### src/rtl/sync_fifo_pkg.sv
// Shared constants and width helpers for the single-clock FIFO controller.
package sync_fifo_pkg;

    localparam int FWFT_STD = 0;
    localparam int FWFT_ON  = 1;

    function automatic int clog2(input int n);
        int r;
        r = 0;
        for (int i = 0; i < 31; i++) begin
            if ((1 << i) < n) r = i + 1;
        end
        return r;
    endfunction

    // Pointers carry one extra wrap bit above the address bits.
    function automatic int ptr_width(input int depth);
        return clog2(depth) + 1;
    endfunction

    localparam int DEFAULT_DEPTH = 8;
    localparam int PTR_W         = ptr_width(DEFAULT_DEPTH);
    localparam int CNT_W         = clog2(DEFAULT_DEPTH) + 1;

endpackage

### src/rtl/fifo_ram_dp.sv
// Dual-port storage array: synchronous write, combinational (FWFT) or
// registered (standard) read port.
module fifo_ram_dp
    import sync_fifo_pkg::*;
#(
    parameter int DATA_WIDTH = 32,
    parameter int DEPTH      = 8,
    parameter int FWFT       = FWFT_STD,
    localparam int AW        = clog2(DEPTH)
) (
    input  logic                  clk,
    input  logic                  rst_n,
    input  logic                  wr_en,
    input  logic [AW-1:0]         wr_addr,
    input  logic [DATA_WIDTH-1:0] wr_data,
    input  logic                  rd_en,
    input  logic [AW-1:0]         rd_addr,
    output logic [DATA_WIDTH-1:0] rd_data
);

    logic [DATA_WIDTH-1:0] mem [DEPTH];

    always_ff @(posedge clk) begin
        if (wr_en) mem[wr_addr] <= wr_data;
    end

    generate
        if (FWFT == FWFT_ON) begin : g_comb_rd
            logic unused_rd_sigs;
            assign unused_rd_sigs = rd_en ^ rst_n;
            assign rd_data = mem[rd_addr];
        end else begin : g_reg_rd
            // Read register samples the pre-write word when addresses collide.
            always_ff @(posedge clk or negedge rst_n) begin
                if (!rst_n)     rd_data <= '0;
                else if (rd_en) rd_data <= mem[rd_addr];
            end
        end
    endgenerate

endmodule

### src/rtl/sync_fifo_ctrl.sv
// Single-clock FIFO with occupancy count, threshold flags, sticky error
// flags, synchronous flush and selectable first-word-fall-through read.
module sync_fifo_ctrl
    import sync_fifo_pkg::*;
#(
    parameter int DATA_WIDTH = 32,
    parameter int FIFO_DEPTH = 8,
    parameter int AF_THRESH  = FIFO_DEPTH - 2,
    parameter int AE_THRESH  = 2,
    parameter int FWFT       = FWFT_STD
) (
    input  logic                          clk,
    input  logic                          rst_n,
    input  logic                          cs,
    input  logic                          wr_en,
    input  logic                          rd_en,
    input  logic                          flush,
    input  logic                          clr_err,
    input  logic [DATA_WIDTH-1:0]         data_in,
    output logic [DATA_WIDTH-1:0]         data_out,
    output logic [$clog2(FIFO_DEPTH):0]   count,
    output logic                          empty,
    output logic                          full,
    output logic                          almost_empty,
    output logic                          almost_full,
    output logic                          overflow,
    output logic                          underflow
);

    localparam int AW = clog2(FIFO_DEPTH);
    localparam int PW = ptr_width(FIFO_DEPTH);
    localparam int CW = $clog2(FIFO_DEPTH) + 1;

    logic [PW-1:0]         wr_ptr, rd_ptr;
    logic [CW-1:0]         cnt;
    logic                  do_flush, rd_acc, wr_acc;
    logic                  ovf_set, udf_set;
    logic [DATA_WIDTH-1:0] ram_q;

    assign empty        = (cnt == '0);
    assign full         = (cnt == CW'(FIFO_DEPTH));
    assign almost_empty = (cnt <= CW'(AE_THRESH));
    assign almost_full  = (cnt >= CW'(AF_THRESH));
    assign count        = cnt;

    // Flush wins over any same-cycle access; dropped accesses raise no error.
    assign do_flush = cs & flush;
    assign rd_acc   = cs & rd_en & ~empty & ~do_flush;
    assign wr_acc   = cs & wr_en & (~full | rd_acc) & ~do_flush;
    assign ovf_set  = cs & wr_en & ~wr_acc & ~do_flush;
    assign udf_set  = cs & rd_en & empty & ~do_flush;

    always_ff @(posedge clk or negedge rst_n) begin
        if (!rst_n) begin
            wr_ptr <= '0;
            rd_ptr <= '0;
            cnt    <= '0;
        end else if (do_flush) begin
            wr_ptr <= '0;
            rd_ptr <= '0;
            cnt    <= '0;
        end else begin
            if (wr_acc) wr_ptr <= wr_ptr + PW'(1);
            if (rd_acc) rd_ptr <= rd_ptr + PW'(1);
            case ({wr_acc, rd_acc})
                2'b10:   cnt <= cnt + CW'(1);
                2'b01:   cnt <= cnt - CW'(1);
                default: cnt <= cnt;
            endcase
        end
    end

    // Clear is applied first so a same-cycle set survives.
    always_ff @(posedge clk or negedge rst_n) begin
        if (!rst_n) begin
            overflow  <= 1'b0;
            underflow <= 1'b0;
        end else begin
            overflow  <= (overflow  & ~clr_err) | ovf_set;
            underflow <= (underflow & ~clr_err) | udf_set;
        end
    end

    fifo_ram_dp #(
        .DATA_WIDTH (DATA_WIDTH),
        .DEPTH      (FIFO_DEPTH),
        .FWFT       (FWFT)
    ) u_ram (
        .clk     (clk),
        .rst_n   (rst_n),
        .wr_en   (wr_acc),
        .wr_addr (wr_ptr[AW-1:0]),
        .wr_data (data_in),
        .rd_en   (rd_acc),
        .rd_addr (rd_ptr[AW-1:0]),
        .rd_data (ram_q)
    );

    generate
        if (FWFT == FWFT_ON) begin : g_fwft_out
            assign data_out = empty ? '0 : ram_q;
        end else begin : g_std_out
            assign data_out = ram_q;
        end
    endgenerate

endmodule
### config.mk
export PLATFORM = sky130hd
export DESIGN_NAME = sync_fifo_ctrl
export DESIGN_NICKNAME = d
export VERILOG_FILES = /design/src/rtl/sync_fifo_pkg.sv /design/src/rtl/fifo_ram_dp.sv /design/src/rtl/sync_fifo_ctrl.sv
export SDC_FILE = /design/constraint.sdc
export NUM_CORES = 1
export LEC_CHECK = 0
export CORE_UTILIZATION = 32
export DETAILED_ROUTE_END_ITERATION = 10
export MAX_ROUTING_LAYER = met4
export SLEW_MARGIN = 20
export SYNTH_ARGS = -nofsm -noshare
export SYNTH_HDL_FRONTEND = slang
export SYNTH_HIERARCHICAL = 1
export SYNTH_SLANG_ARGS = --single-unit
### constraint.sdc
create_clock -name clk -period 3.85 [get_ports clk]
set_clock_uncertainty 0.2 [all_clocks]
set_input_delay 0.77 -clock clk [delete_from_list [all_inputs] [get_ports clk]]
set_output_delay 0.77 -clock clk [all_outputs]
set_load 0.005 [all_outputs]
==> results.sh, run 1 <==
export IMPL_critPathSlowestCell="or4_1"
export IMPL_drtPass1Iterations=5
export IMPL_drt_iter0_drc=400
export IMPL_worstPathRequired_ps=2880
export IMPL_setup_slack_ps=512
export IMPL_viasPerCell=4.90
export IMPL_row_count=70
export IMPL_path_max_fanout=8
export IMPL_die_w_um=196
export IMPL_antenna_found_initial=0
export IMPL_cts_hold_buffers=0
export IMPL_r2r_start="count[1]"
export IMPL_final_cells=1298
export IMPL_final_util=0.394
export IMPL_path_cells="or4_1 > clkinv_4 > clkdlybuf4s50_1"
export IMPL_critical_path_class="register to output port"
export IMPL_vias=6355
export IMPL_drv_slew=0
export IMPL_yosys_warnings=6
export IMPL_p_int_mw=6.76
export IMPL_grt_pass1_vias=6491
export IMPL_rsz0062_at_grt="no"
export IMPL_power_frac_seq=0.444
export IMPL_setup_worst_path_end_class="output port"
export IMPL_drive_gt1_frac=0.111
export IMPL_grt_max_degree=69
export IMPL_clk_latency_ps=540
export IMPL_hold_class="input pin to asynchronous set/reset pin"
export IMPL_tightest_slew_ps=1000
export IMPL_switching_share=0.274
export IMPL_pre_cts_ws_ps=437
export IMPL_synthCells=714
export IMPL_crit_family="simple AND/OR/NAND/NOR gates"
export IMPL_numCtsBuffers=30
export IMPL_ys_seq_area_frac=0.732
export IMPL_synth_seq_cells=300
export IMPL_synth_edff_count=256
export IMPL_synth_nets=758
export IMPL_cp_start_kind="register"
export IMPL_globalRouteOverflowTotal=0
export IMPL_path_clk_slew_ps=60
export IMPL_drc=0
export IMPL_comb_power_share=0.228
export IMPL_dieArea_sq_um=38300
export IMPL_area_growth_pct=20.8
export IMPL_post_dp_hpwl_mm=16.4
export IMPL_status="finished, violations left"
export IMPL_slew_headroom=0.332
export IMPL_diodes=0
export IMPL_max_freq_mhz=300
export IMPL_whs_ps=-8.47
export IMPL_syn_area_sq_um=12000
export IMPL_postCtsSetupRepairBufs=0
export IMPL_synth_flop_cell="edfxtp_1"
export IMPL_setup_viol=0
export IMPL_io_buffer_count=80
export IMPL_grt_usage=0.140
export IMPL_vdd_drop_max_uv=376
export IMPL_drt_wl_total_mm=26.0
export IMPL_final_net_count=850
export IMPL_cp_slowest_stage_delay_ps=710
export IMPL_wl_per_cell_um=20.0
export IMPL_tns_ps=0
export IMPL_core_sq_um=36800
export IMPL_gp_congestion=0.723
export IMPL_cts_max_level=1
export IMPL_finalCritPeriodShare=0.867
export IMPL_die_y_um=196
export IMPL_ioPinCount=81
export IMPL_hold_violations=4
export IMPL_start_util=0.327
export IMPL_critPathLaunch="count[1]"
export IMPL_cts_root_buf="clkbuf_16"
export IMPL_dp_cells=1242
export IMPL_cellPowerDensity_nw_per_um2=642
export IMPL_maxCapViolCount=0
export IMPL_cts_tree="built"
export IMPL_cts_sinks=300
export IMPL_power_switching_mw=2.56
export IMPL_cp_arrival_ps=2370
export IMPL_most_common_layout_cells="edfxtp_1, mux2i_1, clkdlybuf4s50_1, nor2b_1, dfrtp_1"
export IMPL_clockPowerShare=0.328
export IMPL_clk_path_buf_depth=3
export IMPL_leakage_nw=5.02
export IMPL_synth_distinct_cells=39
export IMPL_grt_first_pass_wirelength_mm=39.9
export IMPL_path_buf_inv=2
export IMPL_avgSynthCellArea_sq_um=16.8
export IMPL_synthArstFlopShare=0.147
export IMPL_final_common_cell="edfxtp_1"
export IMPL_cts_resized=0
export IMPL_final_antenna_net_count=0
export IMPL_violations="hold timing"
export IMPL_period_minus_slack_ps=3340
## metrics by stage
step / cell area [sq um] / total power [mW]
3_5_place_dp: 13500 / 6.37
5_1_grt: 14500 / 9.75
3_3_place_gp: 13500 / 6.36
6_report: 14500 / 9.32
2_1_floorplan: 12000 / 5.50
4_1_cts: 14500 / 9.45
## path summary, 6_finish.rpt
| path | cells after the start | slack (ps) | endpoint |
|---|---|---|---|
| setup / recovery | 3 | 510 | empty |
| setup reg to reg | 9 | 1040 | count[3] |
| hold reg to reg | 2 | 340 | overflow |
| hold / removal | 1 | -8 | count[0] |
| min in group clk | 2 | 340 | overflow |
| max in group asynchronous | 2 | 2600 | rd_ptr[0] |
## layout make-up
cell class	count	area, sq um
flip-flops and latches	300	8790
multi-input cells	360	2940
clock buffers	34	787
well taps	468	586
inverters	8	35.0
repair buffers	106	1100
fillers	3357	22300
clock inverters	22	264
## sequential cells by signal, indices dropped and copies added, names as in the netlist
signal         flops
count              4
u_ram/rd_data     32
underflow          1
wr_ptr             3
u_ram/mem        256
overflow           1
rd_ptr             3
## synth_stat cells (2+ instances only)
| cell | n | area [sq um] |
|---|---|---|
| edfxtp_1 | 256 | 7690 |
| mux2i_1 | 98 | 981 |
| nor2b_1 | 66 | 413 |
| dfrtp_1 | 44 | 1100 |
| nand3_1 | 33 | 165 |
| a211o_1 | 32 | 280 |
| a22oi_1 | 32 | 240 |
| a41o_1 | 32 | 320 |
| buf_6 | 15 | 169 |
| buf_2 | 13 | 65.1 |
| nor2_1 | 13 | 48.8 |
| clkbuf_1 | 11 | 41.3 |
| a21oi_1 | 8 | 40.0 |
| inv_1 | 7 | 26.3 |
| o22ai_1 | 7 | 43.8 |
| buf_4 | 4 | 30.0 |
| ha_1 | 4 | 50.1 |
| nand2_1 | 4 | 15.0 |
| nand2b_1 | 4 | 25.0 |
| xor2_1 | 4 | 35.0 |
| nor3_1 | 3 | 15.0 |
| a21o_1 | 2 | 15.0 |
| and2_1 | 2 | 12.5 |
| buf_8 | 2 | 30.0 |
| nand3b_1 | 2 | 15.0 |
| nor3_4 | 2 | 32.5 |
| nor3b_1 | 2 | 15.0 |
## cells by family (layout without fill, tap and decap cells)
| logic type | Yosys count | in the layout | synth area share |
|---|---|---|---|
| muxes | 98 | 98 | 0.0816 |
| xor gates and xnor gates | 5 | 5 | 0.00364 |
| adders and majority gates | 5 | 5 | 0.00583 |
| DFF | 300 | 300 | 0.732 |
| buffers and inverters | 54 | 170 | 0.0312 |
| AOI/OAI and AO/OA | 116 | 116 | 0.0798 |
| and+or+nand+nor | 136 | 136 | 0.0663 |
## power groups by stage
stage	clock network, mW	logic [mW]	registers, mW
2_1_floorplan	0	1.49	4.01
3_3_place_gp	0	2.14	4.22
3_5_place_dp	0	2.16	4.22
4_1_cts	3.13	2.17	4.15
5_1_grt	3.26	2.30	4.19
6_report	3.06	2.12	4.14
## metal layers
metal  GRT usage  vias to the layer above  part of all wire
li1            -                     2989                 -
met3      0.0170                       37             0.035
met5           -                        -                 0
met4      0.0350                        0             0.021
met2       0.240                      120              0.51
met1       0.177                     3209              0.43
## worst register-to-register path, cell delays in order (launching register included)
cell and delay (ps):
dfrtp_1 480, or4_1 710, clkinv_4 140, nor3_4 50
buf_4 160, ha_1 310, a21oi_1 160, xor2_1 90
or3_1 300, a21oi_1 140
Note: power is estimated with default switching activity, not from simulation.
==> run 2: changes to the inputs <==
--- a/config.mk
+++ b/config.mk
@@ -8,6 +8,8 @@
 export CORE_UTILIZATION = 32
 export DETAILED_ROUTE_END_ITERATION = 10
 export MAX_ROUTING_LAYER = met4
+export PLACE_DENSITY = 0.52
+export RECOVER_POWER = 25
 export SLEW_MARGIN = 20
 export SYNTH_ARGS = -nofsm -noshare
 export SYNTH_HDL_FRONTEND = slang
==> results.sh, run 2 (synthesis gave the netlist of run 1 again) <==
export IMPL_status="finished, violations left"
export IMPL_violations="capacitance limit, slew limit"
export IMPL_slew_headroom=-0.199
export IMPL_path_buf_inv=2
export IMPL_maxCapViolCount=1
export IMPL_path_max_fanout=7
export IMPL_antenna_found_initial=0
export IMPL_worstHoldStart="underflow"
export IMPL_die_w_um=196
export IMPL_most_common_layout_cells="edfxtp_1, mux2i_1, nor2b_1, clkdlybuf4s50_1, dfrtp_1"
export IMPL_leakage_nw=4.98
export IMPL_cp_arrival_ps=2340
export IMPL_row_count=70
export IMPL_critPathSlowestCell="or4_1"
export IMPL_hold_end="underflow"
export IMPL_top_register="u_ram/mem"
export IMPL_drv_slew=27
export IMPL_cellPowerDensity_nw_per_um2=637
export IMPL_setup_viol=0
export IMPL_reg2reg_depth=9
export IMPL_drc=0
export IMPL_hold_violations=0
export IMPL_period_minus_slack_ps=3310
export IMPL_cts_sinks=300
export IMPL_drtPass1Iterations=5
export IMPL_diodes=0
export IMPL_area_growth_pct=19.9
export IMPL_start_util=0.327
export IMPL_clk_latency_ps=510
export IMPL_cp_start_kind="register"
export IMPL_final_common_cell="edfxtp_1"
export IMPL_ff2ff_setup_slack_ps=1010
export IMPL_r2r_start="count[0]"
export IMPL_cts_resized=0
export IMPL_critical_path_class="register to output port"
export IMPL_numCtsBuffers=34
export IMPL_cts_tree="built"
export IMPL_final_net_count=853
export IMPL_io_buffer_count=80
export IMPL_vdd_drop_max_uv=374
export IMPL_wl_per_cell_um=19.2
export IMPL_path_clk_slew_ps=60
export IMPL_grt_usage=0.135
export IMPL_clk_path_buf_depth=3
export IMPL_hold_class="register to register"
export IMPL_tns_ps=0
export IMPL_finalPower_mw=9.17
export IMPL_vias=6347
export IMPL_r2r_end="count[3]"
export IMPL_core_sq_um=36800
export IMPL_tightest_slew_ps=1800
export IMPL_path_cells="or4_1 > clkinv_4 > clkdlybuf4s50_1"
export IMPL_crit_family="simple AND/OR/NAND/NOR gates"
export IMPL_cts_hold_buffers=0
export IMPL_postCtsSetupRepairBufs=0
export IMPL_final_antenna_net_count=0
export IMPL_cts_root_buf="clkbuf_16"
export IMPL_drive_gt1_frac=0.0982
export IMPL_gp_congestion=0.692
export IMPL_worstPathRequired_ps=2880
export IMPL_max_freq_mhz=302
export IMPL_cp_slowest_stage_delay_ps=730
export IMPL_hold_depth=2
export IMPL_die_y_um=196
export IMPL_setup_worst_path_end_class="output port"
export IMPL_drt_wl_total_mm=25.0
export IMPL_rsz0062_at_grt="no"
export IMPL_globalRouteOverflowTotal=0
export IMPL_ioPinCount=81
export IMPL_finalCritPeriodShare=0.859
export IMPL_grt_pass1_vias=6531
export IMPL_post_dp_hpwl_mm=14.9
export IMPL_viasPerCell=4.87
export IMPL_dieArea_sq_um=38300
export IMPL_grt_first_pass_wirelength_mm=38.8
export IMPL_cts_max_level=2
export IMPL_drt_iter0_drc=379
export IMPL_grt_max_degree=115
export IMPL_largest_reg_flops=256
==> run 2: worst min-delay path, delay by kind of cell, from the launching register on <==
kind                   cells  cell delay, ps
AO/OA/AOI/OAI              1              60
buffers and inverters      1              60
flip-flops                 1             380
==> run 2: cell type report <==
type / instances / area, sq um
clock buffer: 45 / 892
timing repair buffer: 105 / 1050
multi-input combinational: 360 / 2930
fill: 3396 / 22400
clock inverter: 17 / 121
sequential: 300 / 8790
inverter: 8 / 35.0
tap: 468 / 586
==> run 2: metal layers <==
metal / routed length (um) / up-vias / GRT usage
met5: 0 / - / -
met4: 490 / 0 / 0.0411
met3: 703 / 39 / 0.0189
met2: 12000 / 91 / 0.215
met1: 11700 / 3223 / 0.180
li1: - / 2994 / -
==> run 2: power breakdown <==
part	leakage [nW]	internal (mW)	switching (mW)
Sequential	2.87	3.80	0.178
Clock	0.492	1.71	1.23
Combinational	1.62	1.10	1.16
==> run 2: worst max path at each step <==
stage	from	cells after the start	slack [ps]	endpoint
global route	count[0]	3	450	empty
CTS	count[0]	3	500	empty
floorplan	cs	6	30	u_ram/mem[2][0]
detailed placement	cs	10	420	count[3]
global placement	cs	10	430	count[3]
finish	count[0]	3	540	empty
==> run 2: per-stage QoR <==
| stage | area, sq um | worst slack [ps] | utilization | hold slack, ps | std cells |
|---|---|---|---|---|---|
| after floorplan | 12000 | 28.7 | - | 274 | 714 |
| after global placement | 13400 | 433 | 0.364 | 346 | 1241 |
| after detailed placement | 13400 | 419 | 0.364 | 339 | 1241 |
| after global routing | 14400 | 452 | 0.392 | 368 | 1303 |
| after CTS | 14400 | 504 | 0.392 | 138 | 1303 |
| final | 14400 | 541 | 0.392 | 349 | 1303 |
==> run 3: changes to the inputs <==
--- a/config.mk
+++ b/config.mk
@@ -5,6 +5,7 @@
 export SDC_FILE = /design/constraint.sdc
 export NUM_CORES = 1
 export LEC_CHECK = 0
+export CORE_ASPECT_RATIO = 2
 export CORE_UTILIZATION = 32
 export DETAILED_ROUTE_END_ITERATION = 10
 export MAX_ROUTING_LAYER = met4
==> results.sh, run 3 (synthesis gave the netlist of run 1 again) <==
export IMPL_drtPass1Iterations=9
export IMPL_final_net_count=844
export IMPL_dieArea_sq_um=38400
export IMPL_path_max_fanout=7
export IMPL_finalCritPeriodShare=0.875
export IMPL_row_count=100
export IMPL_drc=12
export IMPL_clk_path_buf_depth=3
export IMPL_drt_wl_total_mm=26.2
export IMPL_cts_sinks=300
export IMPL_max_freq_mhz=297
export IMPL_whs_ps=338
export IMPL_setup_worst_path_end_class="output port"
export IMPL_wl_per_cell_um=20.4
export IMPL_path_cells="or4_1 > clkinv_4 > clkdlybuf4s50_1"
export IMPL_power_switching_mw=2.53
export IMPL_ioPinCount=81
export IMPL_cp_start_kind="register"
export IMPL_vias=6380
export IMPL_cts_resized=0
export IMPL_viasPerCell=4.97
export IMPL_critical_path_class="register to output port"
export IMPL_gp_congestion=0.698
export IMPL_power_frac_seq=0.449
export IMPL_postCtsSetupRepairBufs=0
export IMPL_worstPathRequired_ps=2880
export IMPL_start_util=0.323
export IMPL_grt_max_degree=65
export IMPL_cts_max_level=1
export IMPL_clk_latency_ps=550
export IMPL_cts_root_buf="clkbuf_16"
export IMPL_drive_gt1_frac=0.0999
export IMPL_placed_area_sq_um=13400
export IMPL_largest_reg_flops=256
export IMPL_grt_usage=0.145
export IMPL_cts_tree="built"
export IMPL_drv_slew=29
export IMPL_switching_share=0.276
export IMPL_cts_hold_buffers=0
export IMPL_globalRouteOverflowTotal=0
export IMPL_hold_class="register to register"
export IMPL_core_sq_um=37200
export IMPL_antenna_found_initial=2
export IMPL_post_dp_hpwl_mm=15.7
export IMPL_leakage_nw=4.96
export IMPL_area_growth_pct=19.7
export IMPL_tns_ps=0
export IMPL_path_clk_slew_ps=70
export IMPL_die_y_um=276
export IMPL_hold_violations=0
export IMPL_status="finished, violations left"
export IMPL_cp_arrival_ps=2400
export IMPL_finalInstanceArea_sq_um=14400
export IMPL_final_common_cell="edfxtp_1"
export IMPL_p_int_mw=6.62
export IMPL_clockPowerShare=0.316
export IMPL_comb_power_share=0.235
export IMPL_most_common_layout_cells="edfxtp_1, mux2i_1, nor2b_1, clkdlybuf4s50_1, dfrtp_1"
export IMPL_setup_viol=0
export IMPL_multi_input_area_sq_um=2930
export IMPL_io_buffer_count=80
export IMPL_drt_iter0_drc=372
export IMPL_cp_slowest_stage_delay_ps=730
export IMPL_vdd_drop_max_uv=399
export IMPL_cellPowerDensity_nw_per_um2=636
export IMPL_fillers=3394
export IMPL_violations="DRC, capacitance limit, slew limit"
export IMPL_regArea_sq_um=8790
export IMPL_final_antenna_net_count=0
export IMPL_grt_pass1_vias=6880
export IMPL_rsz0062_at_grt="no"
export IMPL_period_minus_slack_ps=3370
export IMPL_grt_first_pass_wirelength_mm=40.5
export IMPL_top_register="u_ram/mem"
export IMPL_numCtsBuffers=27
export IMPL_tightest_slew_ps=1970
export IMPL_die_w_um=139
export IMPL_slew_headroom=-0.315
export IMPL_critPathSlowestCell="or4_1"
export IMPL_maxCapViolCount=1
## run 3: critical path, delay by kind of cell (launching register included)
family / cells / cell delay (ps)
DFF: 1 / 480
buffers and inverters: 2 / 630
and+or+nand+nor: 1 / 730
## run 3: path summary, 6_finish.rpt
| path | end | slack (ps) | start | cells after the start |
|---|---|---|---|---|
| worst max register to register | count[3] | 1030 | count[0] | 9 |
| worst min-delay path | underflow | 340 | underflow | 2 |
| worst min register to register | underflow | 340 | underflow | 2 |
| worst max-delay path | empty | 480 | count[0] | 3 |
| min in group asynchronous | count[0] | 570 | rst_n | 1 |
| max in group asynchronous | rd_ptr[0] | 1470 | rst_n | 1 |
## run 3: power by group through the flow
stage	logic, mW	registers [mW]	clock network [mW]
final	2.15	4.11	2.89
after global routing	2.35	4.16	3.08
after detailed placement	2.21	4.19	0
after global placement	2.19	4.19	0
after CTS	2.22	4.13	2.98
after floorplan	1.49	4.01	0
## run 3: metrics by stage
stage          std cells  setup WS, ps  utilization  power [mW]
4_1_cts             1280           426        0.387        9.32
6_report            1283           481        0.387        9.15
2_1_floorplan        714          28.7            -        5.50
3_3_place_gp        1230           497        0.361        6.38
5_1_grt             1282           405        0.387        9.59
3_5_place_dp        1230           426        0.361        6.40
## run 3: cell type report
cell class | count | share of cell area
flip-flops and latches | 300 | 0.612
repair buffers | 103 | 0.0760
clock buffers | 35 | 0.0491
inverters | 8 | 0.00244
diodes | 3 | 0.000522
clock inverters | 15 | 0.0166
multi-input cells | 360 | 0.204
well taps | 459 | 0.0399
## run 3: layer usage
layer	wire [um]	GRT usage	vias up
li1	-	-	2969
met1	9770	0.149	3261
met2	14800	0.276	119
met3	1040	0.0197	31
met4	626	0.0501	0
met5	0	-	-
